--- src/rtl/median_rank_filter.sv ---
// Order-statistic filter: loads WIN samples, odd-even transposition sort, emits median/min/max/rank.
// Latency: WIN+1 cycles from last accepted sample to median_done; result held until ready_i.
// Backpressure: ready_o only in LOAD; optional rank select compiled in with MEDIAN_RANK_SEL_EN.
module median_rank_filter #(
    parameter int DATA_W = 8,
    parameter int WIN    = 25,
    parameter int IDX_W  = 6
) (
    input  logic              clk_i_median,
    input  logic              rstn_i_median,
    input  logic              en_i_median,
    input  logic [1:0]        mode_i,
`ifdef MEDIAN_RANK_SEL_EN
    input  logic [IDX_W-1:0]  rank_i,
`endif
    input  logic              valid_i,
    input  logic [DATA_W-1:0] data_i_median,
    output logic              ready_o,
    input  logic              ready_i,
    output logic [DATA_W-1:0] data_o_median,
    output logic              median_done,
    output logic              busy_o
);

    typedef enum logic [1:0] {IDLE, LOAD, SORT, OUT} state_t;

    localparam logic [IDX_W-1:0] LAST = IDX_W'(WIN - 1);
    localparam logic [IDX_W-1:0] MID  = IDX_W'((WIN - 1) / 2);
    localparam logic [IDX_W-1:0] ONE  = IDX_W'(1);

    state_t             state_q, state_d;
    logic [IDX_W-1:0]   cnt_q, cnt_d;
    logic [IDX_W-1:0]   pass_q, pass_d;
    logic [1:0]         mode_q, mode_d;
    logic               done_q, done_d;
    logic [DATA_W-1:0]  dout_q, dout_d;
    logic [DATA_W-1:0]  win_q [WIN];
    logic [DATA_W-1:0]  win_d [WIN];
    logic [IDX_W-1:0]   sel_idx;
    logic [DATA_W-1:0]  sel_dat;
`ifdef MEDIAN_RANK_SEL_EN
    logic [IDX_W-1:0]   rank_q, rank_d;
`endif

    always_comb begin
        sel_idx = MID;
        case (mode_q)
            2'd1:    sel_idx = '0;
            2'd2:    sel_idx = LAST;
`ifdef MEDIAN_RANK_SEL_EN
            2'd3:    sel_idx = (rank_q > LAST) ? LAST : rank_q;
`endif
            default: sel_idx = MID;
        endcase
        sel_dat = '0;
        for (int i = 0; i < WIN; i++) begin
            if (sel_idx == IDX_W'(i)) sel_dat = win_q[i];
        end
    end

    always_comb begin
        state_d = state_q;
        cnt_d   = cnt_q;
        pass_d  = pass_q;
        mode_d  = mode_q;
        done_d  = done_q;
        dout_d  = dout_q;
`ifdef MEDIAN_RANK_SEL_EN
        rank_d  = rank_q;
`endif
        for (int i = 0; i < WIN; i++) win_d[i] = win_q[i];

        case (state_q)
            IDLE: begin
                cnt_d  = '0;
                pass_d = '0;
                if (en_i_median) begin
                    state_d = LOAD;
                    mode_d  = mode_i;
`ifdef MEDIAN_RANK_SEL_EN
                    rank_d  = rank_i;
`endif
                end
            end
            LOAD: begin
                if (!en_i_median) begin
                    state_d = IDLE;
                end else if (valid_i) begin
                    for (int i = 0; i < WIN; i++) begin
                        if (cnt_q == IDX_W'(i)) win_d[i] = data_i_median;
                    end
                    if (cnt_q == LAST) begin
                        state_d = SORT;
                        cnt_d   = '0;
                    end else begin
                        cnt_d = cnt_q + ONE;
                    end
                end
            end
            SORT: begin
                if (!en_i_median) begin
                    state_d = IDLE;
                end else begin
                    // Pairs in one pass are disjoint, so every swap reads the pre-pass window.
                    for (int i = 0; i < WIN - 1; i++) begin
                        if (((i & 1) == int'(pass_q[0])) && (win_q[i] > win_q[i+1])) begin
                            win_d[i]   = win_q[i+1];
                            win_d[i+1] = win_q[i];
                        end
                    end
                    if (pass_q == LAST) begin
                        state_d = OUT;
                        pass_d  = '0;
                    end else begin
                        pass_d = pass_q + ONE;
                    end
                end
            end
            OUT: begin
                if (!done_q) begin
                    dout_d = sel_dat;
                    done_d = 1'b1;
                end else if (ready_i) begin
                    done_d  = 1'b0;
                    state_d = IDLE;
                end
            end
            default: state_d = IDLE;
        endcase
    end

    always_ff @(posedge clk_i_median or negedge rstn_i_median) begin
        if (!rstn_i_median) begin
            state_q <= IDLE;
            cnt_q   <= '0;
            pass_q  <= '0;
            mode_q  <= '0;
            done_q  <= 1'b0;
            dout_q  <= '0;
`ifdef MEDIAN_RANK_SEL_EN
            rank_q  <= '0;
`endif
        end else begin
            state_q <= state_d;
            cnt_q   <= cnt_d;
            pass_q  <= pass_d;
            mode_q  <= mode_d;
            done_q  <= done_d;
            dout_q  <= dout_d;
`ifdef MEDIAN_RANK_SEL_EN
            rank_q  <= rank_d;
`endif
        end
    end

    // Window contents are only meaningful after a full LOAD, so no reset is needed.
    always_ff @(posedge clk_i_median) begin
        for (int i = 0; i < WIN; i++) win_q[i] <= win_d[i];
    end

    assign ready_o       = (state_q == LOAD);
    assign busy_o        = (state_q != IDLE);
    assign median_done   = done_q;
    assign data_o_median = dout_q;

endmodule
--- config.mk ---
export PLATFORM = sky130hd
export DESIGN_NAME = median_rank_filter
export DESIGN_NICKNAME = d
export VERILOG_FILES = /design/src/rtl/median_rank_filter.sv
export SDC_FILE = /design/constraint.sdc
export NUM_CORES = 1
export LEC_CHECK = 0
export BUFFER_PORTS_ARGS = -buffer_cell sky130_fd_sc_hd__buf_2
export CAP_MARGIN = 10
export CORE_AREA = 2 2 180 182
export DETAILED_ROUTE_END_ITERATION = 10
export DIE_AREA = 0 0 182 184
export PLACE_DENSITY = 0.71
export SLEW_MARGIN = 0
export SYNTH_ARGS = -nofsm -noshare
export SYNTH_HDL_FRONTEND = slang
export SYNTH_SLANG_ARGS = --single-unit
--- constraint.sdc ---
create_clock -name clk_i_median -period 6 [get_ports clk_i_median]
set_clock_uncertainty 0.2 [all_clocks]
set_input_delay 0.3 -clock clk_i_median [delete_from_list [all_inputs] [get_ports clk_i_median]]
set_output_delay 0.3 -clock clk_i_median [all_outputs]
set_load 0.05 [all_outputs]
==> results of run 1 <==
## stage by stage
step | utilization (%) | hold WS (ns) | std cells | power, mW
after floorplan | - | -0.196 | 1824 | 2.84
after global placement | 56.4 | 0.121 | 2178 | 3.14
after detailed placement | 56.4 | 0.129 | 2178 | 3.18
after CTS | 59.0 | 0.000304 | 2228 | 4.66
after global routing | 59.2 | 0.0174 | 2236 | 4.89
final | 59.2 | 0.0251 | 2236 | 4.69
## cell type report
type,instances,share of cell area [%]
inverters,217,4.38
clock buffers,37,3.89
repair buffers,88,3.25
multi-input cells,1259,49.8
well taps,402,2.71
flip-flops and latches,225,35.7
clock inverters,8,0.330
## worst paths after layout
kind / startpoint / cells past startpoint / to
max: pass_q[0] / 5 / win_q[1][44]
min: valid_i / 4 / state_q[0]
max reg2reg: pass_q[0] / 5 / win_q[1][44]
min reg2reg: data_o_median[4] / 2 / data_o_median[4]
max in group asynchronous: rstn_i_median / 2 / cnt_q[4]
min in group asynchronous: rstn_i_median / 2 / median_done
## worst max-delay path, delay by kind of cell (launching register included)
family          cells  cell delay, ns
flops               1            0.60
compound gates      2            1.39
buf+inv             2            0.64
simple gates        1            0.84
## kinds of logic after synthesis
family	synth area share (%)
compound gates	31.5
buf+inv	7.88
simple gates	7.32
flops	38.6
fa+ha+maj	14.6
xor+xnor	0.102
mux	0.0582
## repair_timing
item                                    4_1_cts  5_1_grt
endpoints found under the setup margin        0        0
hold buffers                                  5        0
hold endpoints to repair                     33        0
## power breakdown
group	switching, mW	total (mW)	leakage [nW]	internal [mW]
Clock	0.626	1.50	0.386	0.871
Combinational	0.874	1.25	4.48	0.377
Sequential	0.112	1.94	2.16	1.83
## layout by cell type, fill, tap and decap left out, types with 9 or more instances in the layout
master / count
a21oi_1: 123
a311oi_1: 16
a31oi_1: 180
buf_2: 33
buf_4: 49
clkbuf_16: 26
dfrtp_1: 25
edfxtp_1: 200
ha_1: 200
inv_1: 216
nand2_1: 66
nand3_1: 9
nand4_1: 45
nor2_1: 55
nor2_2: 14
nor2b_1: 29
nor3_1: 9
o211ai_1: 353
o21ai_0: 51
o21ai_1: 23
## registers in the layout, indices dropped and copies added, names as in the netlist
signal	cells
win_q	200
data_o_median	8
cnt_q	6
pass_q	6
mode_q	2
state_q	2
median_done	1
## routing by layer
| layer | routed length, microns | vias to the layer above |
|---|---|---|
| met5 | 0 | - |
| met1 | 21600 | 7341 |
| met2 | 21900 | 808 |
| met4 | 1760 | 0 |
| li1 | - | 7177 |
| met3 | 5370 | 119 |
==> flow_metrics.env, run 1 <==
export IMPL_status="completed"
export IMPL_finalMaxSlewViolations=0
export IMPL_design_area_sq_um=18600
export IMPL_startpoint_type="register"
export IMPL_io_pins=26
export IMPL_grtUsageMet2_pct=46.3
export IMPL_layout_drive_gt1_share_pct=7.91
export IMPL_grt_ovfl_total=0
export IMPL_hold_class="input port to register"
export IMPL_die_area_sq_um=33500
export IMPL_yosys_area_top_type_share_pct=34.9
export IMPL_grt_max_degree=105
export IMPL_viasPerCell=6.91
export IMPL_relSlewSlack_pct=16.8
export IMPL_tritoncts="yes"
export IMPL_crit_path_top_delay_cell="a311oi_1"
export IMPL_yosys_top_cells_count="o211ai_1, inv_1, edfxtp_1, ha_1, a31oi_1"
export IMPL_cts_sinks=225
export IMPL_grt_use_met3_pct=4.18
export IMPL_crit_chain="buf_4 -> inv_2 -> nor2_1 -> o21ai_0 -> a311oi_1"
export IMPL_setup_violations=0
export IMPL_rows=65
export IMPL_nNetsFinal=2031
export IMPL_rsz0062_at_grt="no"
export IMPL_yosys_warnings=0
export IMPL_tightestPinTransition_ns=1.24
export IMPL_ys_types=54
export IMPL_max_cap_viol_count=0
export IMPL_rrSetupSlack_ns=1.93
export IMPL_coreArea_sq_um=31400
export IMPL_p_leak_nw=7.02
export IMPL_synth_edf_count=200
export IMPL_clk_pin_slew_ns=0.06
export IMPL_dp_hpwl_microns=35500
export IMPL_cts_resized=0
export IMPL_syn_area_per_cell_sq_um=9.43
export IMPL_num_vias=15400
export IMPL_dr_pass1_iters=8
export IMPL_clock_root_buffer="clkbuf_16"
export IMPL_h_tree_depth=1
export IMPL_ir_drop_uv=236
export IMPL_fmax_mhz=246
export IMPL_drtIter0Drc=1736
export IMPL_start_util_pct=54.8
export IMPL_synth_area_top_cells="edfxtp_1, o211ai_1, ha_1"
export IMPL_die_h_microns=184
export IMPL_final_antenna_net_count=0
export IMPL_arrival_ns=4.00
export IMPL_slowest_delay_ns=1.07
export IMPL_grt_use_met1_pct=43.0
export IMPL_ys_ff_latch=225
export IMPL_crit_path_end_kind="register"
export IMPL_fin_crit_ns=4.07
export IMPL_grt_pass1_vias=14200
export IMPL_numCtsBuffers=25
export IMPL_clk_latency_ns=0.53
export IMPL_setup_tns_ns=0
export IMPL_cts_buffer_depth=3
export IMPL_post_route_period_util_pct=67.8
export IMPL_grt_antenna_before_repair=0
export IMPL_seq_area_sq_um=6630
export IMPL_placed_cell_area_sq_um=17700
export IMPL_gp_congestion=0.912
export IMPL_portBuffers=25
export IMPL_ys_async_sr_fraction_pct=11.1
export IMPL_synth_nets=2039
export IMPL_p_per_area_nw_per_um2=252
export IMPL_layout_setup_ws_ns=1.93
export IMPL_multiInputGateArea_sq_um=9250
export IMPL_drt_wl_total_microns=50600
export IMPL_worst_path_max_fanout=17
export IMPL_cts_setup_buffers=0
export IMPL_fillers=2630
export IMPL_grt_pass1_wl_microns=78900
export IMPL_yosys_cell_count_top_type="o211ai_1"
export IMPL_layout_area_overhead_vs_synth_pct=8.06
export IMPL_syn_inst=1824
export IMPL_die_w_microns=182
export IMPL_wl_per_cell_microns=22.6
export IMPL_cp_required_ns=5.93
export IMPL_antennaDiodeCount=0
export IMPL_finalHoldViolCount=0
export IMPL_ys_flop_type="edfxtp_1"
export IMPL_ys_seq_area_share_pct=38.6
export IMPL_place_ws_ns=2.02
export IMPL_critical_path_class="register to register"
export IMPL_track_usage_pct=29.9
export IMPL_drc=0
export IMPL_top_usage_layer="met2"
export IMPL_netlist_area_sq_um=17200
export IMPL_synth_top_cell_by_area="edfxtp_1"
(Power assumes the default switching activity.)
==> run 2, diff against run 1 <==
--- a/config.mk
+++ b/config.mk
@@ -5,12 +5,13 @@
 export SDC_FILE = /design/constraint.sdc
 export NUM_CORES = 1
 export LEC_CHECK = 0
+export ABC_AREA = 1
 export BUFFER_PORTS_ARGS = -buffer_cell sky130_fd_sc_hd__buf_2
 export CAP_MARGIN = 10
-export CORE_AREA = 2 2 180 182
+export CORE_AREA = 2 2 185 187
 export DETAILED_ROUTE_END_ITERATION = 10
-export DIE_AREA = 0 0 182 184
-export PLACE_DENSITY = 0.71
+export DIE_AREA = 0 0 187 189
+export PLACE_DENSITY = 0.73
 export SLEW_MARGIN = 0
 export SYNTH_ARGS = -nofsm -noshare
 export SYNTH_HDL_FRONTEND = slang
==> constraint.sdc (replaced) <==
create_clock -name clk_i_median -period 3.5 [get_ports clk_i_median]
set_clock_uncertainty 0.2 [all_clocks]
set_input_delay 0.175 -clock clk_i_median [delete_from_list [all_inputs] [get_ports clk_i_median]]
set_output_delay 0.175 -clock clk_i_median [all_outputs]
set_load 0.05 [all_outputs]
==> run 2 against run 1 <==
  * Sequential power is 120% higher
  * Die area increased by 5.5%
  * Via count increased by 4.8%
  * Area after synthesis grew 4.8%
  * Non-clock buffer count fell by 9
  * Clock power increased by 91%
  * Cell area up 4.8%
  * Utilization down 0.70 points
  * Critical path depth increased by 3
  * Combinational power grew to 5.0 times the previous value
  * Critical path type unchanged
  * Critical endpoint is now win_q[1][68]
  * Largest power group is now combinational logic
==> flow_metrics.env, run 2 <==
export IMPL_dr_pass1_iters=5
export IMPL_max_cap_viol_count=0
export IMPL_io_pins=26
export IMPL_drtIter0Drc=1584
export IMPL_crit_path_end_kind="register"
export IMPL_grt_pass1_vias=15200
export IMPL_setup_tns_ns=0
export IMPL_grt_pass1_wl_microns=78500
export IMPL_cp_required_ns=3.48
export IMPL_largest_reg_flops=200
export IMPL_worstSetupStartpoint="state_q[1]"
export IMPL_gp_congestion=0.926
export IMPL_die_h_microns=189
export IMPL_synth_top_cell_by_area="edfxtp_1"
export IMPL_ys_flop_type="edfxtp_1"
export IMPL_die_w_microns=187
export IMPL_synth_nets=2622
export IMPL_antennaDiodeCount=0
export IMPL_netlist_area_sq_um=18000
export IMPL_regMostFlops="win_q"
export IMPL_yosys_area_top_type_share_pct=33.3
export IMPL_drt_wl_total_microns=48600
export IMPL_finalHoldViolCount=0
export IMPL_layout_area_overhead_vs_synth_pct=7.98
export IMPL_nNetsFinal=2645
export IMPL_grtUsageMet2_pct=43.0
export IMPL_critPathCapture="win_q[1][68]"
export IMPL_ys_seq_area_share_pct=36.8
export IMPL_rr_worst_depth=8
export IMPL_ys_ff_latch=225
export IMPL_start_util_pct=54.2
export IMPL_rsz0062_at_grt="no"
export IMPL_yosys_warnings=0
export IMPL_portBuffers=25
export IMPL_worst_path_max_fanout=27
export IMPL_tritoncts="yes"
export IMPL_rrSetupSlack_ns=0.53
export IMPL_viasPerCell=5.58
export IMPL_ir_drop_uv=503
export IMPL_place_ws_ns=0.589
export IMPL_power_frac_comb_pct=46.4
export IMPL_die_area_sq_um=35300
export IMPL_design_area_sq_um=19500
export IMPL_layout_drive_gt1_share_pct=6.69
export IMPL_p_leak_nw=9.81
export IMPL_clk_pin_slew_ns=0.06
export IMPL_grt_ovfl_total=0
export IMPL_cts_buffer_depth=3
export IMPL_coreArea_sq_um=33300
export IMPL_tightestPinTransition_ns=0.750
export IMPL_hold_class="input port to asynchronous set/reset pin"
export IMPL_swShare_pct=45.4
export IMPL_layout_setup_ws_ns=0.532
export IMPL_track_usage_pct=27.4
export IMPL_dp_hpwl_microns=35800
export IMPL_power_switching_mw=6.05
export IMPL_finalMaxSlewViolations=0
export IMPL_cell_internal_pwr_mw=7.28
export IMPL_synth_edf_count=200
export IMPL_clock_root_buffer="clkbuf_16"
export IMPL_h_tree_depth=1
export IMPL_layout_common_cells="nand2_1, nand3_1, inv_1"
export IMPL_grt_use_met1_pct=39.6
export IMPL_setup_violations=0
export IMPL_timing_rr_start="state_q[1]"
export IMPL_grt_max_degree=92
export IMPL_grt_use_met3_pct=4.02
export IMPL_yosys_cell_count_top_type="nand2_1"
export IMPL_p_clk_share_pct=21.4
export IMPL_fillers=3053
export IMPL_drc=0
export IMPL_fmax_mhz=337
export IMPL_cts_sinks=225
export IMPL_fin_crit_ns=2.97
export IMPL_r2r_end="win_q[1][68]"
export IMPL_ys_async_sr_fraction_pct=11.1
export IMPL_arrival_ns=2.95
export IMPL_wl_per_cell_microns=16.8
export IMPL_status="completed"
export IMPL_critical_path_class="register to register"
export IMPL_p_seq_share_pct=32.2
export IMPL_startpoint_type="register"
export IMPL_synth_area_top_cells="edfxtp_1, nand2_1, ha_1"
export IMPL_syn_area_per_cell_sq_um=7.49
export IMPL_grt_antenna_before_repair=0
export IMPL_syn_inst=2407
export IMPL_numCtsBuffers=27
export IMPL_post_route_period_util_pct=84.8
export IMPL_cts_setup_buffers=0
export IMPL_placed_cell_area_sq_um=18400
export IMPL_yosys_top_cells_count="nand2_1, nand3_1, inv_1"
export IMPL_clk_latency_ns=0.55
export IMPL_num_vias=16200
export IMPL_whs_ns=0.0251
export IMPL_top_usage_layer="met2"
export IMPL_ys_types=34
export IMPL_final_common_cell="nand2_1"
export IMPL_relSlewSlack_pct=50.0
export IMPL_rows=67
export IMPL_p_per_area_nw_per_um2=685
export IMPL_final_antenna_net_count=0
[run 2: cell count changes in the layout (fill, tap and decap cells not counted), sizes merged, moves of 30 or more]
cell	before	now
nor2	69	123
nand2	66	823
nand3	9	353
o21ai	75	41
o211ai	353	0
nor2b	30	0
a31oi	180	10
inv	217	350
[run 2: critical path, cell delays in order (launching register included)]
cell and delay (ns):
dfrtp_1 0.45, inv_2 0.07, nand2_1 0.11, inv_2 0.41, nand2_1 0.12, nand2_2 0.22
inv_2 0.19, or2_0 0.31, nor2_1 0.51
[run 2: cells by family (layout without fill, tap and decap cells)]
family                   count (synthesis)  count (layout)  share of synthesized area, %
adder cells (fa/ha/maj)                200             200                          13.9
AND/OR/NAND/NOR                       1350            1350                          31.5
buffers and inverters                  435             478                          10.6
XOR/XNOR                                 3               3                         0.146
flip-flops                             225             225                          36.8
AO/OA/AOI/OAI                          194             194                          7.11
[run 2: cell type report]
| type | instances | area, sq um | share of cell area (%) |
|---|---|---|---|
| sequential | 225 | 6630 | 34.1 |
| multi-input combinational | 1747 | 9490 | 48.8 |
| timing repair buffer | 79 | 573 | 2.94 |
| inverter | 350 | 1320 | 6.80 |
| tap | 448 | 561 | 2.88 |
| clock buffer | 30 | 687 | 3.53 |
| clock inverter | 19 | 199 | 1.02 |
[run 2: power groups by stage]
stage | clock (mW) | combinational [mW] | sequential [mW]
after global routing | 2.99 | 6.96 | 4.34
after global placement | 0 | 5.85 | 4.28
after CTS | 2.88 | 6.12 | 4.26
final | 2.86 | 6.19 | 4.29
after floorplan | 0 | 4.58 | 4.28
after detailed placement | 0 | 6.04 | 4.32
[run 2: through the flow]
step | total power, mW | utilization [%] | std cells
after floorplan | 8.86 | - | 2407
after global placement | 10.1 | 55.3 | 2832
after detailed placement | 10.4 | 55.3 | 2832
after CTS | 13.3 | 58.5 | 2898
after global routing | 14.3 | 58.5 | 2898
final | 13.3 | 58.5 | 2898
[run 2: layer usage]
layer,share of wire (%),wire (microns),vias up
li1,-,-,7954
met2,44,21200,660
met4,2.8,1350,0
met3,8.5,4140,97
met1,45,21900,7469
met5,0,0,-
[run 2: repair_timing]
item,4_1_cts,5_1_grt
hold buffers,17,0
endpoints found under the hold margin,118,0
resized for setup,0,0
[run 2: worst min path at each step]
stage                                 from           end  slack, ns  depth (start not counted)
after CTS                    rstn_i_median      cnt_q[1]       0.02                          2
after floorplan              rstn_i_median      cnt_q[0]      -0.32                          0
after detailed placement     rstn_i_median   median_done       0.06                          1
after global routing      data_i_median[2]  win_q[1][58]       0.05                          4
final                        rstn_i_median      cnt_q[1]       0.03                          2
after global placement       rstn_i_median   median_done       0.04                          1
